$ cat src/rtl/lockin_keys_pkg.sv
// Shared LockIn key constants and 50 MHz debounce defaults.
// Tick-based debounce is selected with the KEY_DEBOUNCE_TICK_EN macro.
package lockin_keys_pkg;

    localparam int   N_KEYS_DEF          = 4;
    localparam int   DEBOUNCE_CYCLES_DEF = 1_000_000;
    localparam int   TICK_DIV_DEF        = 50_000;

    localparam logic KEY_PRESSED  = 1'b0;
    localparam logic KEY_RELEASED = 1'b1;

    function automatic logic is_pressed(input logic k);
        return k == KEY_PRESSED;
    endfunction

endpackage

$ cat src/rtl/key_debounce_channel.sv
// One key: 2-FF synchroniser, stability counter and clean register.
// Counting advances only while cnt_en is high.
module key_debounce_channel
    import lockin_keys_pkg::*;
#(
    parameter int DEBOUNCE_CYCLES = DEBOUNCE_CYCLES_DEF
) (
    input  logic clk,
    input  logic rst,
    input  logic cnt_en,
    input  logic key_raw,
    output logic key_clean
);

    localparam int CW = $clog2(DEBOUNCE_CYCLES + 1);
    localparam logic [CW-1:0] CNT_LAST = CW'(DEBOUNCE_CYCLES - 1);

    logic          sync1_q, sync1_d;
    logic          sync2_q, sync2_d;
    logic          clean_q, clean_d;
    logic [CW-1:0] cnt_q,   cnt_d;

    always_comb begin
        sync1_d = key_raw;
        sync2_d = sync1_q;
        clean_d = clean_q;
        cnt_d   = cnt_q;
        if (cnt_en) begin
            if (sync2_q == clean_q) begin
                cnt_d = '0;
            end else if (cnt_q == CNT_LAST) begin
                // full run of disagreeing samples: accept the new level
                clean_d = sync2_q;
                cnt_d   = '0;
            end else begin
                cnt_d = cnt_q + CW'(1);
            end
        end
    end

    always_ff @(posedge clk) begin
        if (rst) begin
            sync1_q <= KEY_RELEASED;
            sync2_q <= KEY_RELEASED;
            clean_q <= KEY_RELEASED;
            cnt_q   <= '0;
        end else begin
            sync1_q <= sync1_d;
            sync2_q <= sync2_d;
            clean_q <= clean_d;
            cnt_q   <= cnt_d;
        end
    end

    assign key_clean = clean_q;

endmodule

$ cat src/rtl/key_debouncer.sv
// Debounces N_KEYS active-low board keys into the clk domain.
// Define KEY_DEBOUNCE_TICK_EN to count in TICK_DIV-cycle prescaler ticks.
module key_debouncer
    import lockin_keys_pkg::*;
#(
    parameter int N_KEYS          = N_KEYS_DEF,
    parameter int DEBOUNCE_CYCLES = DEBOUNCE_CYCLES_DEF,
    parameter int TICK_DIV        = TICK_DIV_DEF
) (
    input  logic              clk,
    input  logic              rst,
    input  logic [N_KEYS-1:0] keys_raw,
    output logic [N_KEYS-1:0] keys_clean
);

    logic cnt_en;

`ifdef KEY_DEBOUNCE_TICK_EN
    localparam int PW = (TICK_DIV > 1) ? $clog2(TICK_DIV) : 1;
    localparam logic [PW-1:0] PRE_LAST = PW'(TICK_DIV - 1);

    logic [PW-1:0] pre_q, pre_d;
    logic          tick;

    always_comb begin
        tick  = (pre_q == PRE_LAST);
        pre_d = tick ? '0 : pre_q + PW'(1);
    end

    always_ff @(posedge clk) begin
        if (rst) begin
            pre_q <= '0;
        end else begin
            pre_q <= pre_d;
        end
    end

    assign cnt_en = tick;
`else
    assign cnt_en = 1'b1;
`endif

    // Illegal parameters leave every key parked at released.
    if (DEBOUNCE_CYCLES >= 1 && TICK_DIV >= 1) begin : g_keys
        for (genvar i = 0; i < N_KEYS; i++) begin : g_ch
            key_debounce_channel #(
                .DEBOUNCE_CYCLES(DEBOUNCE_CYCLES)
            ) u_ch (
                .clk      (clk),
                .rst      (rst),
                .cnt_en   (cnt_en),
                .key_raw  (keys_raw[i]),
                .key_clean(keys_clean[i])
            );
        end
    end else begin : g_off
        assign keys_clean = {N_KEYS{KEY_RELEASED}};
    end

endmodule

$ cat config.mk
export PLATFORM = sky130hd
export DESIGN_NAME = key_debouncer
export DESIGN_NICKNAME = d
export VERILOG_FILES = /design/src/rtl/lockin_keys_pkg.sv /design/src/rtl/key_debounce_channel.sv /design/src/rtl/key_debouncer.sv
export SDC_FILE = /design/constraint.sdc
export NUM_CORES = 1
export LEC_CHECK = 0
export ABC_AREA = 0
export CAP_MARGIN = 40
export CORE_MARGIN = 3
export CORE_UTILIZATION = 57
export CTS_CLUSTER_SIZE = 30
export DETAILED_ROUTE_END_ITERATION = 16
export DONT_BUFFER_PORTS = 1
export PLACE_DENSITY = 0.73
export SYNTH_ARGS = -nofsm -noshare
export SYNTH_HDL_FRONTEND = slang
export SYNTH_HIERARCHICAL = 1
export SYNTH_SLANG_ARGS = --single-unit
export TNS_END_PERCENT = 1
$ cat constraint.sdc
create_clock -name clk -period 2.1 [get_ports clk]
set_input_delay 0.315 -clock clk [delete_from_list [all_inputs] [get_ports clk]]
set_output_delay 0.315 -clock clk [all_outputs]
set_load 0.03 [all_outputs]
# [After elaboration in Yosys (flattened, before gate mapping)]
# Index checks and enable logic that the tools add are counted.
# Widths: inputs -> output; s select.
[word_totals] output_inout_bits=4 ff_bits=92 in_bits=6 word_cells=40
[op_classes] bitwise_logic=4 n_addsub=4 eq_ne=8 n_reduce_logical=8
[ops] cell="$add 20x1->20 const B" count=4
[ops] cell="$eq 20x20->1 const B" count=4
[ops] cell="$reduce_or 3->1" count=4
[ops] cell="$reduce_and 2->1" count=4
[ops] cell="$eq 1x1->1" count=4
[ops] cell="$not 1->1" count=4

# [Logic depth before layout (Yosys ltp)]
[logic_depth] ltp_word=3 depth_mapped=8 depth_no_buf=6

# [Hierarchy]
# Netlist, hierarchy kept.
[modules_own_cells] module="key_debounce_channel" seq_area_each_um2=460.4 n_inst=4 cells_per_inst=142 area_each_um2=1208.7
[modules_own_cells] module="key_debouncer" seq_area_each_um2=0.0 n_inst=1 cells_per_inst=1 area_each_um2=3.8

# [Worst setup path after synthesis]
# Ideal clock, no wire load.
[synth_path] path_type="register -> register" from="register g_keys.g_ch[0].u_ch.cnt_q[0]" to="register g_keys.g_ch[0].u_ch.cnt_q[18]" period_less_slack_ns=1.947 required_time_ns=1.980 setup_ns=0.120 path_stages_with_launch=9 path_slack_ns=0.153 path_buffers=2 arrival_time_ns=1.828 cell_sequence="dfxtp_1 ha_1 nand3_1 nor4_2 a211oi_2 buf_6 buf_8 a32oi_1 nand2_1"
[synth_between] elab_chain_len=2
[synth_lines] element="start: declaration" line="key_debounce_channel.sv:21" source="logic [CW-1:0] cnt_q, cnt_d;"
[synth_lines] element="start signal: assignment" line="key_debounce_channel.sv:51" source="cnt_q <= cnt_d;"
[synth_lines] element="parallel branches: the longest is 2 deep, another holds $add 20x1->20"
# Several ways; the timed one is not identified.
# A chain may end at the register's enable or synchronous reset.

# [Final worst setup path]
[layout_path] from="register g_keys.g_ch[3].u_ch.cnt_q[14]" to="register g_keys.g_ch[3].u_ch.cnt_q[17]"
[layout_between] elab_chain_len=2
[layout_lines] element="start: declaration" line="key_debounce_channel.sv:21"
[layout_lines] element="start signal: assignment" line="key_debounce_channel.sv:51"
[layout_lines] element="parallel branches: the longest is 2 deep, another holds $add 20x1->20"
# Several ways; the timed one is not identified.

==> impl_metrics.ini <==
[yosys]
synth_top_cell_by_area = dfxtp_1
async_reset_ff_share_pct = 0
synth-edff-count = 0
ys_types = 44
syn_area_per_cell_um2 = 8.50
synth_top_area_share_pct = 38.1
ys.flop_type = dfxtp_1
ys_warn_count = 6
ys_seq_area_share_pct = 38.1
yosys_register_bits = 92
yosysMostFrequentCell = dfxtp_1
netlist_instances = 569
synth_area_leaders = dfxtp_1 38%, nand2_1 5.9%, a21oi_1 4.1%
syn-cell-area_mm2 = 0.00484
ys_top_cells_by_count = 92 x dfxtp_1, 76 x nand2_1, 40 x a21oi_1, 40 x nand3_1, 36 x nor2_1

[die]
coreArea_mm2 = 0.00797
die_area_mm2 = 0.00963
ioPinCount = 10
rows = 32
die_w_um = 98.1
start_util_pct = 60.7
die-height_um = 98.1

[pwr]
leakagePower_nw = 2.11
finalPower_w = 0.00297
powerDensity_mw_per_mm2 = 531
ir_drop_v = 0.000375

[critical_path]
crit_buf_inv = 1
critPathMaxFanout = 12
worst-endpoint-required_ps = 2360
crit_path_cell_trace = or3b_1 > nor4_2 > a211oi_2 > buf_4 > and3_2 > a221o_1
worst_ep_arrival_time_ps = 2290
crit_slowest_cell = dfxtp_1
setup.worst_path.class = flip-flop to flip-flop
critPathTopFamily = simple AND/OR/NAND/NOR gates
max_stage_delay_ps = 410
cp-end-kind = flip-flop
cp-start-kind = flip-flop

[route]
wl_per_cell_um = 14.1
drc = 0
drt_iter0_markers = 178
dr_total_vias = 4502
via_per_inst = 5.95
routed_wl_um = 10700
final_antenna_net_count = 0
dr.pass1.iters = 5

[grt]
grt_max_degree = 41
antenna_found_initial = 0
grt_pass1_vias = 4299
track_usage_pct = 22.8
overflow = 0
grt_pass1_wl_um = 18600

[hold_path]
hp-class = primary input to flip-flop

[clocking]
clk_latency_ps = 360
clkTransAtPathRegs_ps = 90
cts_htree_levels = 3
tritoncts_num_sinks = 92
root_buffer = clkbuf_8
cts_tree = yes
cts_buffers = 9
cts_max_path_buffers = 2

[sta]
hold-worst-slack_ps = 24.3
relSlewSlack_pct = 37.3
rsz0062_at_grt = true
worstMarginPinSlew_ps = 938
hold_viol_final = 0
fin_crit_sh_pct = 96.6
fin_worst_skew_ps = 12.4
drv_slew = 0
min_period_ps = 2030
setup_violations = 0
max_clock_freq_mhz = 493

[place]
io_buffers = 0
globalplace.congestion = 0.844
dp_hpwl_um = 7560

[final_layout]
num-fill-cells = 663
n_antenna_cell = 0
drive_gt1_share_pct = 19.7
nets = 660
area_growth_pct = 15.5
multiInputGateArea_mm2 = 0.00287
ff_latch_area_mm2 = 0.00184

[run]
max-cap-violations = 0

[status]
status = finished clean
## cells in the final DEF, fill, tap and decap left out, types with 16 or more instances in the layout
master	netlist	routed
conb_1	1	24
a21oi_1	40	40
inv_1	16	16
a31oi_1	24	24
buf_4	0	65
nand4_1	16	16
o21ai_0	20	20
dfxtp_1	92	92
nor2_1	36	36
nand3_1	40	40
nand2_1	76	76
## sequential cells by signal, summed over array words and instances (netlist names)
| name | cells |
|---|---|
| g_keys.g_ch.u_ch/cnt_q | 80 |
| g_keys.g_ch.u_ch/key_clean | 4 |
| g_keys.g_ch.u_ch/sync1_q | 4 |
| g_keys.g_ch.u_ch/sync2_q | 4 |
## through the flow
stage | cell area, um2 | std cells | utilization (%) | setup WS, ps | setup TNS (ps)
2_1_floorplan | 4920 | 592 | - | 153 | 0
3_3_place_gp | 5350 | 738 | 67.2 | 87.6 | 0
3_5_place_dp | 5370 | 740 | 67.4 | 59.7 | 0
4_1_cts | 5550 | 756 | 69.6 | 49.7 | 0
5_1_grt | 5590 | 757 | 70.2 | -102 | -119
6_report | 5590 | 757 | 70.2 | 72.4 | 0
## layout make-up
cell class                 count  share of cell area, %
clock buffer                  12                   2.78
clock inverter                 4                  0.425
inverter                      16                   1.07
multi-input combinational    464                   51.4
sequential                    92                   32.9
tap                          102                   2.28
timing repair buffer          67                   9.11
## metal layers
layer | global-route usage (%) | part of all wire (%) | vias to the layer above | wire, um
li1 | - | - | 2247 | -
met1 | 28.2 | 45 | 2156 | 4750
met2 | 39.9 | 50 | 89 | 5390
met3 | 4.64 | 3.9 | 10 | 420
met4 | 6.72 | 1.1 | 0 | 117
met5 | 0 | 0 | - | 0
## worst paths after layout
kind,startpoint,endpoint,slack (ps),cells after the start
setup / recovery,g_keys.g_ch[3].u_ch/cnt_q[14]$_SDFFE_PP0P_,g_keys.g_ch[3].u_ch/cnt_q[17]$_SDFFE_PP0P_,70,6
hold / removal,rst,g_keys.g_ch[2].u_ch/cnt_q[6]$_SDFFE_PP0P_,20,1
setup reg to reg,g_keys.g_ch[3].u_ch/cnt_q[14]$_SDFFE_PP0P_,g_keys.g_ch[3].u_ch/cnt_q[17]$_SDFFE_PP0P_,70,6
hold reg to reg,g_keys.g_ch[0].u_ch/sync1_q$_SDFF_PP1_,g_keys.g_ch[0].u_ch/sync2_q$_SDFF_PP1_,410,1
## kinds of logic (layout without fill, tap and decap cells)
| logic type | after synthesis | after routing | share of synthesized area (%) |
|---|---|---|---|
| AOI/OAI and AO/OA | 148 | 148 | 20.4 |
| xor gates and xnor gates | 16 | 16 | 2.90 |
| and+or+nand+nor | 260 | 260 | 30.1 |
| adders and majority gates | 4 | 4 | 1.03 |
| DFF | 92 | 92 | 38.1 |
| buffers and inverters | 36 | 99 | 4.97 |
| muxes | 12 | 12 | 2.48 |
| other | 1 | 24 | 0.0775 |
## power breakdown
part,total (W),internal (W),switching [W]
registers,0.00176,0.00175,0.00000435
clock network,0.00111,0.000492,0.000619
logic,0.000101,0.0000358,0.0000654
total,0.00297,0.00228,0.000689
## what timing repair did
item / in CTS / in global routing
setup endpoints to repair: 0 / 15
hold buffers: 0 / 1
buffers inserted: 0 / 0
hold endpoints to repair: 0 / 4
gates resized for setup: 0 / 7
No activity file was read; power rests on OpenSTA's default activity.
